## src/rtl/uart_tx_arbiter.sv

```systemverilog
// uart_tx_arbiter
//   Round-robin arbiter that shares one UART transmit engine among NUM_REQ
//   byte-stream requesters. A grant is held until the requester marks a byte
//   as the last of its packet, or until MAX_BURST bytes have been sent.
//   Only one byte is ever outstanding at the transmitter.
//
// Handshake: a byte moves from requester i when req_valid[i] and
//   req_ready[i] are both high at a rising edge of clk_fpga. req_ready does
//   not depend on req_valid, so a requester may hold its byte as long as it
//   likes; once req_valid is raised, the data and last flag must stay stable
//   until the transfer completes.
//
// Ports:
//   clk_fpga      in   system clock, rising edge
//   reset         in   synchronous active-high reset
//   req_valid     in   [NUM_REQ]    byte available per requester
//   req_data      in   [8*NUM_REQ]  requester i byte on [8i+7:8i]
//   req_last      in   [NUM_REQ]    offered byte ends its packet
//   req_ready     out  [NUM_REQ]    byte accepted (combinational, one-hot/zero)
//   tx_data       out  [8]          byte to the transmitter (registered)
//   tx_start      out               one-cycle start pulse (registered)
//   tx_busy       in                transmitter busy
//   grant_id      out  [clog2(NUM_REQ)] current or last granted requester
//   grant_active  out               a grant is held
//   state_dbg     out  [2]          FSM state (0 IDLE, 1 SEND, 2 ACK, 3 DRAIN)

module uart_tx_arbiter #(
  parameter int NUM_REQ   = 4,
  parameter int MAX_BURST = 16,
  localparam int IDW      = $clog2(NUM_REQ)
) (
  input  logic                 clk_fpga,
  input  logic                 reset,
  input  logic [NUM_REQ-1:0]   req_valid,
  input  logic [8*NUM_REQ-1:0] req_data,
  input  logic [NUM_REQ-1:0]   req_last,
  output logic [NUM_REQ-1:0]   req_ready,
  output logic [7:0]           tx_data,
  output logic                 tx_start,
  input  logic                 tx_busy,
  output logic [IDW-1:0]       grant_id,
  output logic                 grant_active,
  output logic [1:0]           state_dbg
);

  typedef enum logic [1:0] {
    S_IDLE  = 2'd0,
    S_SEND  = 2'd1,
    S_ACK   = 2'd2,
    S_DRAIN = 2'd3
  } state_e;

  state_e         state_q, state_d;
  logic [IDW-1:0] grant_q, grant_d;
  logic [IDW-1:0] last_grant_q, last_grant_d;
  logic [7:0]     burst_q, burst_d;
  logic [7:0]     tx_data_q, tx_data_d;
  logic           tx_start_q, tx_start_d;
  logic           last_flag_q, last_flag_d;

  logic           pick_found;
  logic [IDW-1:0] pick_idx;
  logic [IDW-1:0] cand;
  logic           hs;

  // Search upward from the requester after last_grant, wrapping, so the
  // requester just served has the lowest priority in the next round.
  always_comb begin : rr_pick
    pick_found = 1'b0;
    pick_idx   = '0;
    cand       = '0;
    for (int i = 1; i <= NUM_REQ; i++) begin
      cand = IDW'((int'(last_grant_q) + i) % NUM_REQ);
      if (!pick_found && req_valid[cand]) begin
        pick_found = 1'b1;
        pick_idx   = cand;
      end
    end
  end

  // Ready only in SEND with the transmitter idle; this keeps at most one
  // byte outstanding and delays acceptance while a frame is still running.
  always_comb begin : ready_gen
    req_ready = '0;
    if (state_q == S_SEND && !tx_busy) begin
      req_ready[grant_q] = 1'b1;
    end
  end

  assign hs = (state_q == S_SEND) && req_valid[grant_q] && !tx_busy;

  always_comb begin : fsm_next
    state_d      = state_q;
    grant_d      = grant_q;
    last_grant_d = last_grant_q;
    burst_d      = burst_q;
    tx_data_d    = tx_data_q;
    tx_start_d   = 1'b0;
    last_flag_d  = last_flag_q;
    case (state_q)
      S_IDLE: begin
        if (pick_found) begin
          grant_d = pick_idx;
          burst_d = 8'd0;
          state_d = S_SEND;
        end
      end
      S_SEND: begin
        if (hs) begin
          tx_data_d   = req_data[{grant_q, 3'b000} +: 8];
          tx_start_d  = 1'b1;
          last_flag_d = req_last[grant_q];
          if (burst_q != 8'hFF) begin
            burst_d = burst_q + 8'd1;
          end
          state_d = S_ACK;
        end
      end
      S_ACK: begin
        if (tx_busy) begin
          state_d = S_DRAIN;
        end
      end
      S_DRAIN: begin
        if (!tx_busy) begin
          if (last_flag_q || burst_q == 8'(MAX_BURST)) begin
            last_grant_d = grant_q;
            state_d      = S_IDLE;
          end else begin
            state_d = S_SEND;
          end
        end
      end
      default: state_d = S_IDLE;
    endcase
  end

  always_ff @(posedge clk_fpga) begin : fsm_regs
    if (reset) begin
      state_q      <= S_IDLE;
      grant_q      <= '0;
      last_grant_q <= IDW'(NUM_REQ - 1);
      burst_q      <= 8'd0;
      tx_data_q    <= 8'h00;
      tx_start_q   <= 1'b0;
      last_flag_q  <= 1'b0;
    end else begin
      state_q      <= state_d;
      grant_q      <= grant_d;
      last_grant_q <= last_grant_d;
      burst_q      <= burst_d;
      tx_data_q    <= tx_data_d;
      tx_start_q   <= tx_start_d;
      last_flag_q  <= last_flag_d;
    end
  end

  assign tx_data      = tx_data_q;
  assign tx_start     = tx_start_q;
  assign grant_id     = grant_q;
  assign grant_active = (state_q != S_IDLE);
  assign state_dbg    = state_q;

endmodule

```

## config.mk

```make
export PLATFORM = sky130hd
export DESIGN_NAME = uart_tx_arbiter
export DESIGN_NICKNAME = d
export VERILOG_FILES = /design/src/rtl/uart_tx_arbiter.sv
export SDC_FILE = /design/constraint.sdc
export NUM_CORES = 1
export LEC_CHECK = 0
export BUFFER_PORTS_ARGS = -buffer_cell sky130_fd_sc_hd__buf_2
export CORE_MARGIN = 2
export CORE_UTILIZATION = 40
export DETAILED_ROUTE_END_ITERATION = 10
export HOLD_SLACK_MARGIN = 0.05
export PLACE_DENSITY = 0.64
export SLEW_MARGIN = 15
export SYNTH_ARGS = -nofsm -noshare
export SYNTH_HDL_FRONTEND = slang
export SYNTH_SLANG_ARGS = --single-unit
```

## constraint.sdc

```tcl
create_clock -name clk_fpga -period 2.7 [get_ports clk_fpga]
set_input_delay 0.81 -clock clk_fpga [delete_from_list [all_inputs] [get_ports clk_fpga]]
set_output_delay 0.81 -clock clk_fpga [all_outputs]
set_load 0.1 [all_outputs]
```

==> results of run 1 <==
-- flip-flops by register name, summed over array words and instances, names as in the netlist --
signal	cells
burst_q	8
grant_id	2
last_flag_q	1
last_grant_q	2
state_dbg	2
tx_data	8
tx_start	1
-- where the power goes --
part / total [mW] / internal, mW / switching, mW
registers: 0.488 / 0.403 / 0.0846
logic: 0.852 / 0.273 / 0.579
clock network: 0.280 / 0.161 / 0.119
total: 1.62 / 0.837 / 0.782
-- kinds of logic after synthesis --
kind of cell             after synthesis  share of synthesized area [%]
multiplexers                          13                           16.4
buffers and inverters                 21                           5.61
adder cells (fa/ha/maj)                6                           4.81
AO/OA/AOI/OAI                         51                           23.6
AND/OR/NAND/NOR                       59                           18.8
flip-flops                            24                           30.8
-- critical path, cell delays in order, from the launching register on --
cell	delay [ns]
dfxtp_2	0.35
inv_1	0.09
ha_1	0.27
nor2b_1	0.22
nand2_1	0.16
nor2_4	0.16
buf_12	0.18
-- worst max-delay path by stage --
stage | cells past startpoint | startpoint | endpoint
after floorplan | 4 | state_dbg[1] | req_ready[1]
after global placement | 4 | tx_busy | req_ready[1]
after detailed placement | 4 | tx_busy | req_ready[1]
after CTS | 6 | state_dbg[1] | req_ready[2]
after global routing | 6 | state_dbg[1] | req_ready[2]
final | 6 | state_dbg[1] | req_ready[2]
-- per-layer routing --
metal	GRT usage, %	vias to the layer above	wire length (microns)
li1	-	781	-
met1	25.8	730	1880
met2	30.5	35	1940
met3	3.72	2	155
met4	3.06	0	27
met5	0	-	0
-- cell usage in the layout, fill, tap and decap left out, drive strengths merged, types with 2 or more instances in the layout --
master and count:
buf 63, nand2 27, dfxtp 24, a21oi 15, inv 14, mux4 10, ha 6, o21ai 6
a211o 5, nor3 5, nand2b 4, nand3 4, or3 4, clkbuf 4, nor2 4, a22oi 3
a31oi 3, nor4 2, mux2i 2, o311ai 2, o31ai 2, a211oi 2, o211ai 2, or4 2
-- metrics by stage --
stage,hold WS (ns),area [sq um]
4_1_cts,0.459,2090
2_1_floorplan,0.436,1610
5_1_grt,0.479,2090
6_report,0.455,2090
3_3_place_gp,0.442,2020
3_5_place_dp,0.446,2020
-- layout make-up --
cell class              count  area share, %
multi-input cells         129           49.3
flip-flops and latches     24           23.6
repair buffers             63           18.3
clock buffers               4           3.17
well taps                  48           2.87
inverters                  15           2.69
==> impl_metrics.py, run 1 <==
metrics = {
    "synth": {
        "synthTopCellsByCount": "27 x nand2_1, 24 x dfxtp_1, 15 x a21oi_1",
        "synth_enable_flop_cells": 0,
        "synth_most_common_cell": "nand2_1",
        "synth_nets": 223,
        "yosys_warnings": 0,
        "syn_inst": 174,
        "synth_top_area_cell": "dfxtp_1",
        "ys_seq_area_share_pct": 30.8,
        "synthArstFlopShare_pct": 0,
        "synth_cell_types": 49,
        "netlist_area_sq_um": 1560,
        "yosys.area.top_type_share_pct": 30.8,
        "synth_flop_cell": "dfxtp_1",
        "synth_area_leaders": "dfxtp_1 31%, mux4_2 14%, nand2_1 6.5%",
        "ys_ff_latch": 24,
        "avgSynthCellArea_sq_um": 8.97,
    },
    "pwr": {
        "p_total_mw": 1.62,
        "peakVddDrop_mv": 0.538,
        "leakagePower_nw": 0.858,
        "power.density_nw_per_um2": 775,
    },
    "sta": {
        "rsz0062_at_grt": "false",
        "tightestPinTransition_ns": 0.475,
        "fmax_ghz": 0.401,
        "fin_setup_tns_ns": 0,
        "relSlewSlack_pct": 67.9,
        "setup_ws_ns": 0.207,
        "skew_ns": 0.00810,
        "setup_violations": 0,
        "min_period_ns": 2.49,
        "fin_crit_sh_pct": 92.3,
        "slew_viol_final": 0,
        "hold_violations": 0,
    },
    "grt": {
        "grt_max_degree": 22,
        "antenna_found_initial": 0,
        "grt_pass1_vias": 1386,
        "grtUsageTotal_pct": 18.6,
        "overflow": 0,
        "grt_first_pass_wirelength_microns": 6360,
    },
    "layout": {
        "fin_cells": 283,
        "seq_area_sq_um": 493,
        "drive_above_1_share_pct": 38.3,
        "area_delta_synth_final_pct": 33.8,
        "diodes": 0,
        "multiInputGateArea_sq_um": 1030,
        "fill_cells": 360,
        "finalNetCount": 285,
        "utilization_pct": 56.2,
    },
    "worst_setup_path": {
        "startpoint_type": "flop",
        "r2r_slack_ns": 0.74,
        "critPathKind": "reg -> out",
        "crit_arrival_ns": 1.68,
        "r2r_end": "burst_q[3]",
        "crit_required_ns": 1.89,
        "reg2reg_depth": 6,
        "worstPathMaxFanout": 7,
        "reg2reg_from": "state_dbg[1]",
        "cp-end-kind": "output pin",
    },
    "routing": {
        "firstDrtPassIters": 4,
        "drcViolationCount": 0,
        "drtAntennaViolNets": 0,
        "wl_per_cell_microns": 14.2,
        "wirelength_microns": 4010,
        "vias_per_cell": 5.47,
        "drt_iter0_drc": 42,
        "vias": 1548,
    },
    "clock_tree": {
        "root_buffer": "clkbuf_8",
        "post_cts_buffers": 0,
        "cts_tree": "done",
        "insertion_delay_ns": 0.27,
        "clkTransAtPathRegs_ns": 0.09,
        "clock_path_buffers": 2,
        "cts_max_level": 1,
        "cts_resized": 0,
        "cts_hold_buf": 0,
        "cts.sinks": 24,
        "numCtsBuffers": 3,
    },
    "hold_path": {
        "hold_path_depth": 2,
        "hold_path.class": "reg -> reg",
        "min-delay-start": "tx_data[4]",
        "hold_end": "tx_data[4]",
    },
    "die": {
        "fp.dieW_microns": 66.5,
        "design.die.area_sq_um": 4420,
        "row_count": 22,
        "coreArea_sq_um": 3720,
        "ios": 61,
        "die_y_microns": 66.5,
        "start_util_pct": 42.0,
    },
    "placed_design": {
        "portBuffers": 60,
        "gp_congestion": 0.863,
        "dp_slack_ns": 0.225,
        "hpwl_microns": 3110,
        "dpl.cell_count": 279,
    },
    "run": {
        "maxCapViolCount": 0,
    },
    "outcome": {
        "outcome": "complete, no violations",
    },
}
No activity file was read; power rests on OpenSTA's default activity.
==> run 2, diff against run 1 <==
--- a/config.mk
+++ b/config.mk
@@ -6,7 +6,7 @@
 export NUM_CORES = 1
 export LEC_CHECK = 0
 export BUFFER_PORTS_ARGS = -buffer_cell sky130_fd_sc_hd__buf_2
-export CORE_MARGIN = 2
+export CORE_MARGIN = 1
 export CORE_UTILIZATION = 40
 export DETAILED_ROUTE_END_ITERATION = 10
 export HOLD_SLACK_MARGIN = 0.05
==> run 2 against run 1 <==
  * Routed wire length shrank 2.5%
  * Clock skew is 0.0031 ns lower
  * Register-to-register slack lost 0.16 ns
  * Clock power increased by 17%
  * Sequential power hardly changed
  * Critical path type unchanged
  * Critical endpoint unchanged
  * Largest cell class unchanged
==> impl_metrics.py, run 2 (synthesis gave the netlist of run 1 again) <==
metrics = {
    "outcome": {
        "outcome": "complete, no violations",
    },
    "clock_tree": {
        "cts_max_level": 1,
        "numCtsBuffers": 3,
        "root_buffer": "clkbuf_8",
        "insertion_delay_ns": 0.27,
        "cts.sinks": 24,
        "cts_hold_buf": 0,
        "clock_path_buffers": 2,
        "cts_tree": "done",
        "post_cts_buffers": 0,
        "cts_resized": 0,
        "clkTransAtPathRegs_ns": 0.10,
    },
    "worst_setup_path": {
        "cpPeakStageDelay_ns": 0.36,
        "startpoint_type": "flop",
        "cp-end-kind": "output pin",
        "crit_arrival_ns": 1.72,
        "crit_chain": "inv_1 > ha_1 > nor2b_1 > nand2_1 > nor2_4 > buf_12",
        "crit_required_ns": 1.89,
        "critPathKind": "reg -> out",
        "worstPathMaxFanout": 7,
        "cpMaxStageDelayCell": "dfxtp_2",
    },
    "layout": {
        "area_delta_synth_final_pct": 33.7,
        "finalNetCount": 284,
        "fin_cells": 282,
        "final_cell_mix": "56 x buf_2, 27 x nand2_1, 20 x dfxtp_1, 15 x a21oi_1, 14 x inv_1",
        "diodes": 0,
        "finalInstanceArea_sq_um": 2090,
        "final_common_cell": "buf_2",
        "utilization_pct": 56.2,
        "drive_above_1_share_pct": 38.0,
    },
    "pwr": {
        "seq_power_share_pct": 29.5,
        "peakVddDrop_mv": 0.589,
        "p_sw_share_pct": 47.9,
        "p_int_mw": 0.861,
        "power_frac_clock_pct": 19.8,
        "p_total_mw": 1.65,
        "power.switching_mw": 0.792,
        "leakagePower_nw": 0.855,
        "power_frac_comb_pct": 50.7,
        "power.density_nw_per_um2": 792,
    },
    "sta": {
        "skew_ns": 0.00503,
        "setup_violations": 0,
        "slew_viol_final": 0,
        "tightestPinTransition_ns": 0.593,
        "fmax_ghz": 0.396,
        "fin_setup_tns_ns": 0,
        "min_period_ns": 2.53,
        "relSlewSlack_pct": 60.5,
        "timing.hold.ws_ns": 0.455,
        "fin_crit_sh_pct": 93.5,
        "hold_violations": 0,
        "rsz0062_at_grt": "false",
        "setup_ws_ns": 0.174,
    },
    "placed_design": {
        "placed_area_sq_um": 2020,
        "hpwl_microns": 3020,
        "gp_congestion": 0.765,
        "dp_slack_ns": 0.218,
        "portBuffers": 60,
        "dpl.cell_count": 278,
    },
    "routing": {
        "firstDrtPassIters": 4,
        "wl_per_cell_microns": 13.9,
        "vias_per_cell": 5.49,
        "drcViolationCount": 0,
        "drt_iter0_drc": 54,
        "wirelength_microns": 3910,
        "vias": 1547,
        "drtAntennaViolNets": 0,
    },
    "die": {
        "ios": 61,
        "fp.dieW_microns": 64.5,
        "coreArea_sq_um": 3720,
        "row_count": 22,
        "die_y_microns": 64.5,
        "design.die.area_sq_um": 4160,
        "start_util_pct": 42.0,
    },
    "grt": {
        "antenna_found_initial": 0,
        "overflow": 0,
        "grt_pass1_vias": 1415,
        "grt_max_degree": 22,
        "grtUsageTotal_pct": 19.9,
        "grt_first_pass_wirelength_microns": 6510,
    },
    "hold_path": {
        "hold_path.class": "reg -> reg",
    },
    "run": {
        "maxCapViolCount": 0,
    },
}
[run 2: metal layers]
metal | global-route usage, % | vias to the layer above | share of wire (%)
met4 | 5.83 | 0 | 1.0
met2 | 33.7 | 29 | 50
met3 | 2.64 | 4 | 2.4
met1 | 26.4 | 740 | 47
met5 | 0 | - | 0
li1 | - | 774 | -
[run 2: area by class of cell]
class / instances / area, sq um
inverter: 15 / 56.3
clock inverter: 1 / 30.0
multi-input combinational: 129 / 1030
tap: 48 / 60.1
fill: 365 / 1630
clock buffer: 3 / 41.3
timing repair buffer: 62 / 375
sequential: 24 / 493
[run 2: final timing paths]
check,from,endpoint,slack [ns],cells past startpoint
setup / recovery,state_dbg[1],req_ready[2],0.17,6
hold / removal,tx_data[4],tx_data[4],0.45,2
setup reg to reg,state_dbg[1],burst_q[6],0.58,6
hold reg to reg,tx_data[4],tx_data[4],0.45,2
[run 2: power groups by stage]
stage          Combinational [mW]  Sequential [mW]  Clock [mW]
2_1_floorplan               0.494            0.670           0
3_3_place_gp                0.839            0.496           0
3_5_place_dp                0.842            0.498           0
4_1_cts                     0.843            0.490       0.330
5_1_grt                     0.891            0.500       0.339
6_report                    0.839            0.488       0.327
[run 2: worst max-delay path: cells and delay by family (launching register included)]
| family | cells | cell delay [ns] |
|---|---|---|
| DFF | 1 | 0.36 |
| and+or+nand+nor | 3 | 0.56 |
| adders and majority gates | 1 | 0.27 |
| buffers and inverters | 2 | 0.27 |
==> run 3, diff against run 2 <==
--- a/config.mk
+++ b/config.mk
@@ -7,10 +7,11 @@
 export LEC_CHECK = 0
 export BUFFER_PORTS_ARGS = -buffer_cell sky130_fd_sc_hd__buf_2
 export CORE_MARGIN = 1
-export CORE_UTILIZATION = 40
+export CORE_UTILIZATION = 52
 export DETAILED_ROUTE_END_ITERATION = 10
 export HOLD_SLACK_MARGIN = 0.05
-export PLACE_DENSITY = 0.64
+export PLACE_DENSITY = 0.81
+export REMOVE_ABC_BUFFERS = 1
 export SLEW_MARGIN = 15
 export SYNTH_ARGS = -nofsm -noshare
 export SYNTH_HDL_FRONTEND = slang
==> constraint.sdc (replaced) <==
create_clock -name clk_fpga -period 2.7 [get_ports clk_fpga]
set_input_delay 0.54 -clock clk_fpga [delete_from_list [all_inputs] [get_ports clk_fpga]]
set_output_delay 0.54 -clock clk_fpga [all_outputs]
set_load 0.1 [all_outputs]
==> run 3 against run 2 <==
  * The flow now finishes with violations (design-rule violations)
  * Global-route usage grew 5.4 points
  * Maximum frequency up 2.0%
  * Flip-flop and latch count stayed put
  * Total power decreased by 11%
  * Highest routed layer unchanged
==> impl_metrics.py, run 3 (synthesis gave the netlist of run 1 again) <==
metrics = {
    "clock_tree": {
        "numCtsBuffers": 3,
        "cts_tree": "done",
        "cts.sinks": 24,
        "cts_resized": 0,
        "clkTransAtPathRegs_ns": 0.14,
        "post_cts_buffers": 0,
        "cts_max_level": 1,
        "insertion_delay_ns": 0.33,
        "cts_hold_buf": 0,
        "clock_path_buffers": 2,
        "root_buffer": "clkbuf_4",
    },
    "die": {
        "design.die.area_sq_um": 3230,
        "row_count": 19,
        "ios": 61,
        "start_util_pct": 55.7,
        "coreArea_sq_um": 2810,
        "fp.dieW_microns": 56.8,
        "die_y_microns": 56.8,
    },
    "sta": {
        "hold_violations": 0,
        "fin_crit_sh_pct": 91.7,
        "fmax_ghz": 0.404,
        "tightestPinTransition_ns": 0.551,
        "setup_violations": 0,
        "skew_ns": 0.0127,
        "min_period_ns": 2.48,
        "rsz0062_at_grt": "false",
        "timing.hold.ws_ns": 0.459,
        "slew_viol_final": 0,
        "relSlewSlack_pct": 63.3,
    },
    "outcome": {
        "failed_checks": "design-rule violations",
        "outcome": "finished with violations",
    },
    "placed_design": {
        "gp_congestion": 0.837,
        "hpwl_microns": 3010,
        "portBuffers": 60,
    },
    "worst_setup_path": {
        "crit_arrival_ns": 1.94,
        "startpoint_type": "flop",
        "crit_required_ns": 2.16,
        "critPathKind": "reg -> out",
        "worstPathMaxFanout": 7,
        "cp-end-kind": "output pin",
    },
    "layout": {
        "utilization_pct": 68.7,
        "multiInputGateArea_sq_um": 993,
        "fill_cells": 257,
        "area_delta_synth_final_pct": 23.5,
        "seq_area_sq_um": 480,
        "diodes": 0,
        "finalNetCount": 285,
        "final_common_cell": "buf_2",
        "final_cell_mix": "60 x buf_2, 27 x nand2_1, 24 x dfxtp_1, 15 x a21oi_1, 14 x inv_1",
        "drive_above_1_share_pct": 34.9,
    },
    "pwr": {
        "peakVddDrop_mv": 0.697,
        "power_frac_comb_pct": 57.5,
        "seq_power_share_pct": 29.4,
        "power_frac_clock_pct": 13.1,
        "power.switching_mw": 0.751,
        "power.density_nw_per_um2": 766,
        "p_int_mw": 0.726,
        "p_sw_share_pct": 50.8,
        "leakagePower_nw": 0.833,
    },
    "routing": {
        "firstDrtPassIters": 7,
        "drtAntennaViolNets": 0,
        "wirelength_microns": 3800,
        "vias_per_cell": 5.81,
        "wl_per_cell_microns": 14.3,
        "drt_iter0_drc": 54,
        "drcViolationCount": 4,
        "vias": 1545,
    },
    "hold_path": {
        "hold_path.class": "reg -> reg",
    },
    "grt": {
        "grt_pass1_vias": 1427,
        "grt_max_degree": 22,
        "overflow": 0,
        "grt_first_pass_wirelength_microns": 6440,
        "antenna_found_initial": 0,
        "grtUsageTotal_pct": 25.3,
    },
    "run": {
        "maxCapViolCount": 0,
    },
}
[run 3: cell type report]
cell class                      instances  share of cell area (%)
Multi-Input combinational cell        129                    51.5
Sequential cell                        24                    24.9
Timing Repair Buffer                   63                    16.7
Inverter                               15                    2.92
Tap cell                               31                    2.01
Clock buffer                            4                    1.88
[run 3: path summary, 6_finish.rpt]
kind	to	cells past startpoint	slack (ns)	startpoint
setup / recovery	req_ready[3]	6	0.22	state_dbg[1]
hold / removal	tx_data[3]	2	0.46	tx_data[3]
hold reg to reg	tx_data[3]	2	0.46	tx_data[3]
setup reg to reg	burst_q[7]	6	0.64	state_dbg[1]
[run 3: layer usage]
metal	global-route usage [%]	share of wire [%]	wire length (microns)	vias up
met3	4.15	3.1	117	7
met1	32.1	43	1640	734
met2	45.1	52	1990	27
met5	0	0	0	-
li1	-	-	-	777
met4	5.57	1.3	50	0
[run 3: power by group through the flow]
| stage | logic (mW) | clock network [mW] | registers (mW) |
|---|---|---|---|
| after detailed placement | 0.850 | 0 | 0.443 |
| after global routing | 0.906 | 0.210 | 0.441 |
| final | 0.849 | 0.193 | 0.434 |
| after CTS | 0.851 | 0.201 | 0.435 |
| after global placement | 0.846 | 0 | 0.442 |
| after floorplan | 0.434 | 0 | 0.687 |
[run 3: through the flow]
| step | power (mW) | setup slack (ns) | area (sq um) | instances | setup TNS, ns |
|---|---|---|---|---|---|
| final | 1.48 | 0.223 | 1930 | 266 | 0 |
| after global routing | 1.56 | 0.0944 | 1930 | 266 | 0 |
| after CTS | 1.49 | 0.215 | 1930 | 266 | 0 |
| after detailed placement | 1.29 | 0.612 | 1890 | 262 | 0 |
| after global placement | 1.29 | 0.601 | 1890 | 262 | 0 |
| after floorplan | 1.12 | -1.52 | 1530 | 168 | -4.54 |
[run 3: worst max-delay path: stages, from the launching register on]
cell	delay [ns]
dfxtp_1	0.37
inv_1	0.10
ha_1	0.27
nor2b_1	0.22
nand2_1	0.10
nor2_1	0.11
buf_2	0.43
